<file path="src/rtl/lisa_pkg.sv">
// Shared LISA core definitions: access-size encodings, LSU state type and datapath widths.
package lisa_pkg;

  localparam int unsigned ADDR_W = 16;
  localparam int unsigned DATA_W = 32;

  localparam logic [1:0] SIZE_B = 2'b00;
  localparam logic [1:0] SIZE_H = 2'b01;
  localparam logic [1:0] SIZE_W = 2'b10;

  typedef enum logic [1:0] {
    StIdle,
    StAccess,
    StRmwWr,
    StResp
  } lsu_state_e;

endpackage

</file>
<file path="src/rtl/lisa_lsu_align.sv">
// Combinational load extraction/extension and sub-word store merge for the LSU.
module lisa_lsu_align
  import lisa_pkg::*;
(
  input  logic [1:0]        size,
  input  logic              sign_ext,
  input  logic [DATA_W-1:0] rdata,
  input  logic [DATA_W-1:0] wdata,
  output logic [DATA_W-1:0] load_data,
  output logic [DATA_W-1:0] merged_data
);

  // The memory returns the addressed byte in bits [7:0], so no lane shifting is needed.
  always_comb begin
    load_data   = rdata;
    merged_data = wdata;
    unique case (size)
      SIZE_B: begin
        load_data   = {{24{sign_ext & rdata[7]}}, rdata[7:0]};
        merged_data = {rdata[31:8], wdata[7:0]};
      end
      SIZE_H: begin
        load_data   = {{16{sign_ext & rdata[15]}}, rdata[15:0]};
        merged_data = {rdata[31:16], wdata[15:0]};
      end
      default: begin
        load_data   = rdata;
        merged_data = wdata;
      end
    endcase
  end

endmodule

</file>
<file path="src/rtl/lisa_lsu.sv">
// LISA load/store unit: one request at a time, sub-word stores via read-modify-write,
// range/size fault detection against a word-write data memory.
module lisa_lsu
  import lisa_pkg::*;
#(
  parameter int unsigned MEM_BYTES = 1024
) (
  input  logic              clk,
  input  logic              rst,
  input  logic              req_valid,
  output logic              req_ready,
  input  logic              req_we,
  input  logic [1:0]        req_size,
  input  logic              req_signed,
  input  logic [ADDR_W-1:0] req_addr,
  input  logic [DATA_W-1:0] req_wdata,
  output logic              resp_valid,
  output logic [DATA_W-1:0] resp_rdata,
  output logic              resp_fault,
  output logic [ADDR_W-1:0] mem_addr,
  output logic              mem_write_en,
  output logic [DATA_W-1:0] mem_write_data,
  input  logic [DATA_W-1:0] mem_read_data
);

  lsu_state_e        state_q, state_d;
  logic              we_q, we_d;
  logic [1:0]        size_q, size_d;
  logic              signed_q, signed_d;
  logic [DATA_W-1:0] wdata_q, wdata_d;
  logic [DATA_W-1:0] rdata_q, rdata_d;
  logic              fault_q, fault_d;
  logic [ADDR_W-1:0] mem_addr_q, mem_addr_d;
  logic              mem_we_q, mem_we_d;
  logic [DATA_W-1:0] mem_wdata_q, mem_wdata_d;

  logic [ADDR_W:0]   nbytes;
  logic [ADDR_W:0]   end_addr;
  logic              req_fault;
  logic [DATA_W-1:0] load_data;
  logic [DATA_W-1:0] merged_data;

  // 17-bit end address so a request near 0xFFFF cannot wrap into range.
  always_comb begin
    unique case (req_size)
      SIZE_H:  nbytes = 17'd2;
      SIZE_W:  nbytes = 17'd4;
      default: nbytes = 17'd1;
    endcase
    end_addr  = {1'b0, req_addr} + nbytes;
    req_fault = (req_size == 2'b11) || ({15'd0, end_addr} > MEM_BYTES);
  end

  lisa_lsu_align u_align (
    .size        (size_q),
    .sign_ext    (signed_q),
    .rdata       (mem_read_data),
    .wdata       (wdata_q),
    .load_data   (load_data),
    .merged_data (merged_data)
  );

  always_comb begin
    state_d     = state_q;
    we_d        = we_q;
    size_d      = size_q;
    signed_d    = signed_q;
    wdata_d     = wdata_q;
    rdata_d     = rdata_q;
    fault_d     = fault_q;
    mem_addr_d  = mem_addr_q;
    mem_we_d    = 1'b0;
    mem_wdata_d = mem_wdata_q;
    unique case (state_q)
      StIdle: begin
        if (req_valid) begin
          we_d       = req_we;
          size_d     = req_size;
          signed_d   = req_signed;
          wdata_d    = req_wdata;
          rdata_d    = '0;
          fault_d    = req_fault;
          mem_addr_d = req_addr;
          if (req_fault) begin
            state_d = StResp;
          end else begin
            state_d = StAccess;
            // Word stores write straight away; the strobe is high throughout ACCESS.
            if (req_we && req_size == SIZE_W) begin
              mem_we_d    = 1'b1;
              mem_wdata_d = req_wdata;
            end
          end
        end
      end
      StAccess: begin
        if (!we_q) begin
          rdata_d = load_data;
          state_d = StResp;
        end else if (size_q == SIZE_W) begin
          state_d = StResp;
        end else begin
          mem_we_d    = 1'b1;
          mem_wdata_d = merged_data;
          state_d     = StRmwWr;
        end
      end
      StRmwWr: state_d = StResp;
      StResp:  state_d = StIdle;
      default: state_d = StIdle;
    endcase
  end

  always_ff @(posedge clk or posedge rst) begin
    if (rst) begin
      state_q     <= StIdle;
      we_q        <= 1'b0;
      size_q      <= SIZE_B;
      signed_q    <= 1'b0;
      wdata_q     <= '0;
      rdata_q     <= '0;
      fault_q     <= 1'b0;
      mem_addr_q  <= '0;
      mem_we_q    <= 1'b0;
      mem_wdata_q <= '0;
    end else begin
      state_q     <= state_d;
      we_q        <= we_d;
      size_q      <= size_d;
      signed_q    <= signed_d;
      wdata_q     <= wdata_d;
      rdata_q     <= rdata_d;
      fault_q     <= fault_d;
      mem_addr_q  <= mem_addr_d;
      mem_we_q    <= mem_we_d;
      mem_wdata_q <= mem_wdata_d;
    end
  end

  always_comb begin
    req_ready      = (state_q == StIdle);
    resp_valid     = (state_q == StResp);
    resp_rdata     = resp_valid ? rdata_q : '0;
    resp_fault     = resp_valid & fault_q;
    mem_addr       = mem_addr_q;
    mem_write_en   = mem_we_q;
    mem_write_data = mem_wdata_q;
  end

endmodule

</file>
<file path="config.mk">
export PLATFORM = sky130hd
export DESIGN_NAME = lisa_lsu
export DESIGN_NICKNAME = d
export VERILOG_FILES = /design/src/rtl/lisa_pkg.sv /design/src/rtl/lisa_lsu_align.sv /design/src/rtl/lisa_lsu.sv
export SDC_FILE = /design/constraint.sdc
export NUM_CORES = 1
export LEC_CHECK = 0
export ABC_CLOCK_PERIOD_IN_PS = 5640
export CAP_MARGIN = 10
export CORE_ASPECT_RATIO = 2
export CORE_MARGIN = 4
export CORE_UTILIZATION = 25
export DETAILED_ROUTE_END_ITERATION = 8
export PLACE_DENSITY = 0.43
export SLEW_MARGIN = 20
export SYNTH_ARGS = -nofsm -noshare
export SYNTH_HDL_FRONTEND = slang
export SYNTH_HIERARCHICAL = 1
export SYNTH_SLANG_ARGS = --single-unit
</file>
<file path="constraint.sdc">
create_clock -name clk -period 5.64 [get_ports clk]
set_clock_uncertainty 0.05 [all_clocks]
set_input_delay 1.128 -clock clk [delete_from_list [all_inputs] [get_ports clk]]
set_output_delay 1.128 -clock clk [all_outputs]
set_load 0.005 [all_outputs]
</file>
# After elaboration in Yosys (flattened, before gate mapping)

Cells that the tools add are included.

Output and inout port bits: 84
Flip-flop bits (word level): 120

Order comparisons: 1
Multiplexer cells: 24
$add $sub $neg: 1
Reduce and logical (&&, ||, !) cells: 8
Bitwise logic cells: 3
Eq/ne operators: 14

Operators by type and width:

| kind                 | number |
|---|---|
| $mux 32              | 8 |
| $pmux 32 s2          | 4 |
| $add 16x17->17       | 1 |
| $gt 17x11->1 const B | 1 |
| $eq 2x2->1 const B   | 5 |
| $ne 2x2->1 const B   | 5 |
| $pmux 2 s4           | 1 |
| $mux 1               | 7 |
| $eq 2x1->1 const B   | 3 |
| $pmux 3 s2           | 1 |
| $reduce_and 6->1     | 1 |
| $logic_not 2->1      | 2 |
| $mux 2               | 2 |
| $and 1x1->1          | 3 |
| $reduce_and 3->1     | 1 |
| $ne 2x1->1 const B   | 1 |
| $pmux 1 s2           | 1 |
| $reduce_and 2->1     | 1 |
| $reduce_bool 2->1    | 1 |
| $logic_and 1x1->1    | 1 |
| $logic_or 1x1->1     | 1 |

# Logic depth before layout (Yosys ltp)

Depth after elaboration: 8
Depth in mapped cells: 12
Depth with buffers taken out: 10

# Hierarchy

Netlist, hierarchy kept.

By module, submodules not included:

| module         | instances | cells each | seq. area each (sq um) | area each (sq um) |
|---|---|---|---|---|
| lisa_lsu       | 1         | 646        | 3002.9                 | 6278.5 |
| lisa_lsu_align | 1         | 93         | 0.0                    | 684.4 |

# Least setup slack after synthesis

Ideal clock, no wire load.

Path kind: input -> register
Start: input req_size[0]
End: register mem_wdata_q[0], in the netlist mem_write_data[0]
Buffers on the path: 2
Setup slack: 1.671 ns
Cell stages on the path: 12
Setup time: 0.086 ns
Arrival: 3.833 ns
Cells stage by stage: inv_1 -> ha_1 -> ha_1 -> fa_1 -> or2_2 -> a2111oi_4 -> o2111ai_1 -> a221o_1 -> o21a_1 -> buf_2 -> buf_6 -> o221ai_2

Cells in the longest elaborated chain, start to end: 7
Elaborated cells on any way between the ends: 11
Classes of those cells: add/sub (1); order compare (1); eq/ne (5); mux (1); reduce/logical (3)

RTL lines:

| element                                         | line                           | text |
|---|---|---|
| from (decl)                                     | lisa_lsu.sv:13                 | `input logic [1:0] req_size,` |
| $eq 2x2->1 / $eq 2x1->1 (equally long branches) | lisa_lsu.sv:45, lisa_lsu.sv:89 |  |
| $pmux 3 s2                                      | lisa_lsu.sv:45                 | `unique case (req_size)` |
| $add 16x17->17                                  | lisa_lsu.sv:50                 | `end_addr = {1'b0, req_addr} + nbytes;` |
| $gt 17x11->1                                    | lisa_lsu.sv:51                 | `req_fault = (req_size == 2'b11) \|\| ({15'd0, end_addr} > MEM_BYTES);` |
| $logic_or 1x1->1                                | lisa_lsu.sv:51                 |  |
| $ne 2x2->1 (no source line)                     | -                              |  |
| $reduce_and 6->1 (no source line) (*)           | -                              |  |
| to (signal assigned)                            | lisa_lsu.sv:136                | `mem_wdata_q <= mem_wdata_d;` |
| to (decl)                                       | lisa_lsu.sv:35                 | `logic [DATA_W-1:0] mem_wdata_q, mem_wdata_d;` |

Mark *: on every way between the ends. The rest lies on a longest branch, timed or not.
A chain may end at the register's enable or synchronous reset.

# Final worst setup path

Start: input req_size[0]
End: register mem_wdata_q[8], in the netlist mem_write_data[8]

Same word-level chain as after synthesis.

==> results.py <==
metrics = {
    "timing": {
        "fin_tns_setup_ps": 0,
        "slew_headroom": 0.3651,
        "setup_viol": 0,
        "maxSlewViolCount": 0,
        "tightest_slew_ps": 952.3,
        "post-route-period-util": 0.8149,
        "rsz0062_at_grt": "no",
        "period_minus_slack_ps": 4596,
        "hold_viol": 0,
        "fmax_ghz": 0.2176,
    },
    "status": {
        "status": "completed",
    },
    "worst_setup_path": {
        "r2r_setup_slack_ps": 2260,
        "setup.worst_path.end_class": "flop",
        "slowest_stage": "clkdlybuf4s50_1",
        "reg2reg_to": "mem_write_data[15]$_DFFE_PP0P_",
        "reg2reg_depth": 9,
        "cp-start-kind": "input port",
        "critical_path_class": "input port to flop",
        "critPathMaxStageDelay_ps": 510,
        "worstPathMaxFanout": 20,
        "regToRegStartpoint": "state_q[1]$_DFFE_PP0P_",
        "worstPathRequired_ps": 5870,
        "crit_top_cell": "ha_1",
        "crit_arrival_ps": 4820,
        "cp_cell_sequence": "clkdlybuf4s50_1, inv_1, ha_1, ha_1, fa_1, a21oi_1, nor4b_2, mux2_2, buf_4, nand2_1, o211ai_1, o221ai_2",
    },
    "clocking": {
        "clock_path_buffers": 2,
        "clkLatencyLatePin_ps": 430,
        "cts_tree": "done",
        "postCtsSetupRepairBufs": 0,
        "cts.sinks": 120,
        "hold_buffers": 0,
        "path_clk_slew_ps": 60,
        "cts_made_buffers": 17,
        "htreeDepth": 4,
        "cts_resized": 0,
        "root_buffer": "clkbuf_16",
    },
    "placement": {
        "port_buffers": 170,
        "finalWeightedCongestion": 0.7692,
        "hpwlAfterDp_mm": 17.12,
    },
    "logic_synthesis": {
        "synth_ff_type": "dfrtp_1",
        "synth_edf_count": 0,
        "syn-instance-count": 739,
        "ys_seq_elements": 120,
        "synth_seq_area_share": 0.4313,
        "synth_area_per_cell_um2": 9.422,
        "syn-cell-area_um2": 6963,
        "async_flop_share": 1.000,
        "yosys_warnings": 6,
        "syn-num-nets": 836,
        "ys_types": 54,
    },
    "detailed_routing": {
        "vias_per_cell": 4.805,
        "vias": 5934,
        "drt_wl_total_mm": 24.34,
        "drc_errors": 0,
        "firstDrtPassIters": 4,
        "routedWlPerCell_um": 19.71,
        "drtIter0Drc": 278,
        "postRouteAntennaNets": 0,
    },
    "grt": {
        "grt_start_max_net_pins": 93,
        "grt_util_met1": 0.1807,
        "globalRoute.busiestLayer": "met2",
        "met2_usage": 0.2934,
        "grt_usage": 0.1595,
        "grt_pass1_wl_mm": 37.94,
        "grt.overflow.total": 0,
        "grt_pass1_vias": 6162,
        "grtUsageMet3": 0.03781,
        "antenna_found_initial": 0,
    },
    "power_and_ir_drop": {
        "power.leakage_nw": 3.882,
        "power.density_nw_per_um2": 508.9,
        "internal-power_mw": 3.030,
        "p_seq_frac": 0.311,
        "combPwrFrac": 0.453,
        "sw_frac_of_total": 0.3701,
        "p_switching_mw": 1.780,
        "pwr-share-clk": 0.236,
        "vdd_ir_drop_max_mv": 0.2520,
    },
    "worst_hold_path": {
        "min_to": "rdata_q[12]$_DFFE_PP0P_",
        "min_from": "rdata_q[12]$_DFFE_PP0P_",
        "hold_class": "flop to flop",
        "min_path_cells": 2,
    },
    "run": {
        "maxCapViolations": 0,
    },
    "cells_and_area": {
        "drive_gt1_frac": 0.1574,
        "n_antenna_cell": 0,
        "area_growth_pct": 35.76,
        "num-fill-cells": 2905,
        "final_nets": 967,
        "fin_util": 0.3432,
    },
    "floorplan": {
        "die_area_um2": 30750,
        "io_pins": 171,
        "core_um2": 27550,
        "chipWidth_um": 126.0,
        "start_util": 0.2528,
        "rows": 86,
        "die_h_um": 244.0,
    },
}
==> registers in the layout (all words and copies together) (netlist names) <==
| name | flops |
|---|---|
| rdata_q | 32 |
| mem_addr | 16 |
| mem_write_data | 32 |
| we_q | 1 |
| wdata_q | 32 |
| signed_q | 1 |
| mem_write_en | 1 |
| state_q | 2 |
| size_q | 2 |
| fault_q | 1 |
==> layout by cell type, fill, tap and decap left out, types with 2 or more instances in the layout <==
master / n
clkdlybuf4s50_1: 170
nand2_1: 121
dfrtp_1: 120
mux2_2: 71
o21ai_0: 70
inv_1: 42
a21oi_1: 36
nand3_1: 35
and2_1: 34
o2111ai_1: 31
o211ai_1: 17
clkbuf_16: 17
buf_4: 15
a21o_1: 10
o221ai_2: 10
ha_1: 8
o221ai_1: 7
nor2_1: 5
o21ai_1: 4
nor3_1: 4
clkinv_2: 4
clkbuf_1: 4
nand2b_1: 3
mux2i_1: 3
clkbuf_8: 3
bufinv_16: 3
nand2_2: 2
nor2b_1: 2
==> kinds of logic (layout without fill, tap and decap cells) <==
group,count (synthesis),count (layout),synth area share
fa+ha+maj,10,10,0.01905
buf+inv,117,261,0.07906
flops,120,120,0.4313
compound gates,199,199,0.2032
xor+xnor,2,2,0.002516
simple gates,216,216,0.1436
mux,75,75,0.1213
==> layout make-up <==
type	instances	area [um2]	area share
Tap cell	352	440.4	0.04659
Clock inverter	8	118.9	0.01257
Clock buffer	24	481.7	0.05096
Sequential cell	120	3003	0.3177
Timing Repair Buffer	185	1814	0.1919
Inverter	44	170.2	0.01800
Multi-Input combinational cell	502	3425	0.3623
==> power groups by stage <==
stage	logic, mW	registers [mW]	clock network, mW
finish	2.18	1.50	1.14
floorplan	1.39	1.45	0
global placement	2.20	1.51	0
global route	2.43	1.55	1.21
detailed placement	2.22	1.52	0
CTS	2.23	1.50	1.17
==> synth_stat cells (all sizes together), types with 2 or more instances <==
cell     number  area share
a21o         10       0.011
nor3          4      0.0029
dfrtp       120        0.43
o21ai        74       0.053
inv          44       0.024
o221ai       17       0.030
nor2b         2      0.0018
nor2          6      0.0036
o2111ai      32       0.043
ha            9       0.016
mux2         72        0.12
a21oi        36       0.026
a31oi         2      0.0027
o211ai       17       0.018
nand2       123       0.066
nand2b        3      0.0027
mux2i         3      0.0043
nand3        35       0.025
clkbuf       40       0.022
buf          33       0.034
and2         34       0.031
or2           2      0.0018
==> metal layers <==
layer  up-vias  part of all wire
li1       2864                 -
met1      2901              0.38
met2       148              0.55
met3        21             0.043
met4         0             0.019
met5         -                 0
==> critical path, delay by kind of cell <==
family                     cells  cell delay, ps
AOI/OAI and AO/OA              3             830
buffers and inverters          3             860
adders and majority gates      3             920
and+or+nand+nor                2             810
muxes                          1             270
==> worst max path at each step <==
stage	from	end	slack [ps]	cells past startpoint
2_1_floorplan	rst	fault_q$_DFFE_PP0P_	1280	1
3_3_place_gp	req_size[0]	mem_write_data[4]$_DFFE_PP0P_	700	12
3_5_place_dp	req_size[0]	mem_write_data[16]$_DFFE_PP0P_	580	12
4_1_cts	req_size[0]	mem_write_data[5]$_DFFE_PP0P_	1030	12
5_1_grt	req_size[0]	mem_write_data[11]$_DFFE_PP0P_	800	12
6_report	req_size[0]	mem_write_data[8]$_DFFE_PP0P_	1040	12
==> through the flow <==
step	power, mW	instances	setup WS, ps	hold slack (ps)	cell area [um2]
3_3_place_gp	3.713	1203	700.9	404.8	8852
3_5_place_dp	3.739	1203	583.1	412.7	8852
5_1_grt	5.185	1235	803.5	433.7	9453
6_report	4.810	1235	1044	418.4	9453
4_1_cts	4.909	1235	1035	425.5	9453
2_1_floorplan	2.837	739	1276	391.8	6963
Power figures use the tool's default switching activity.
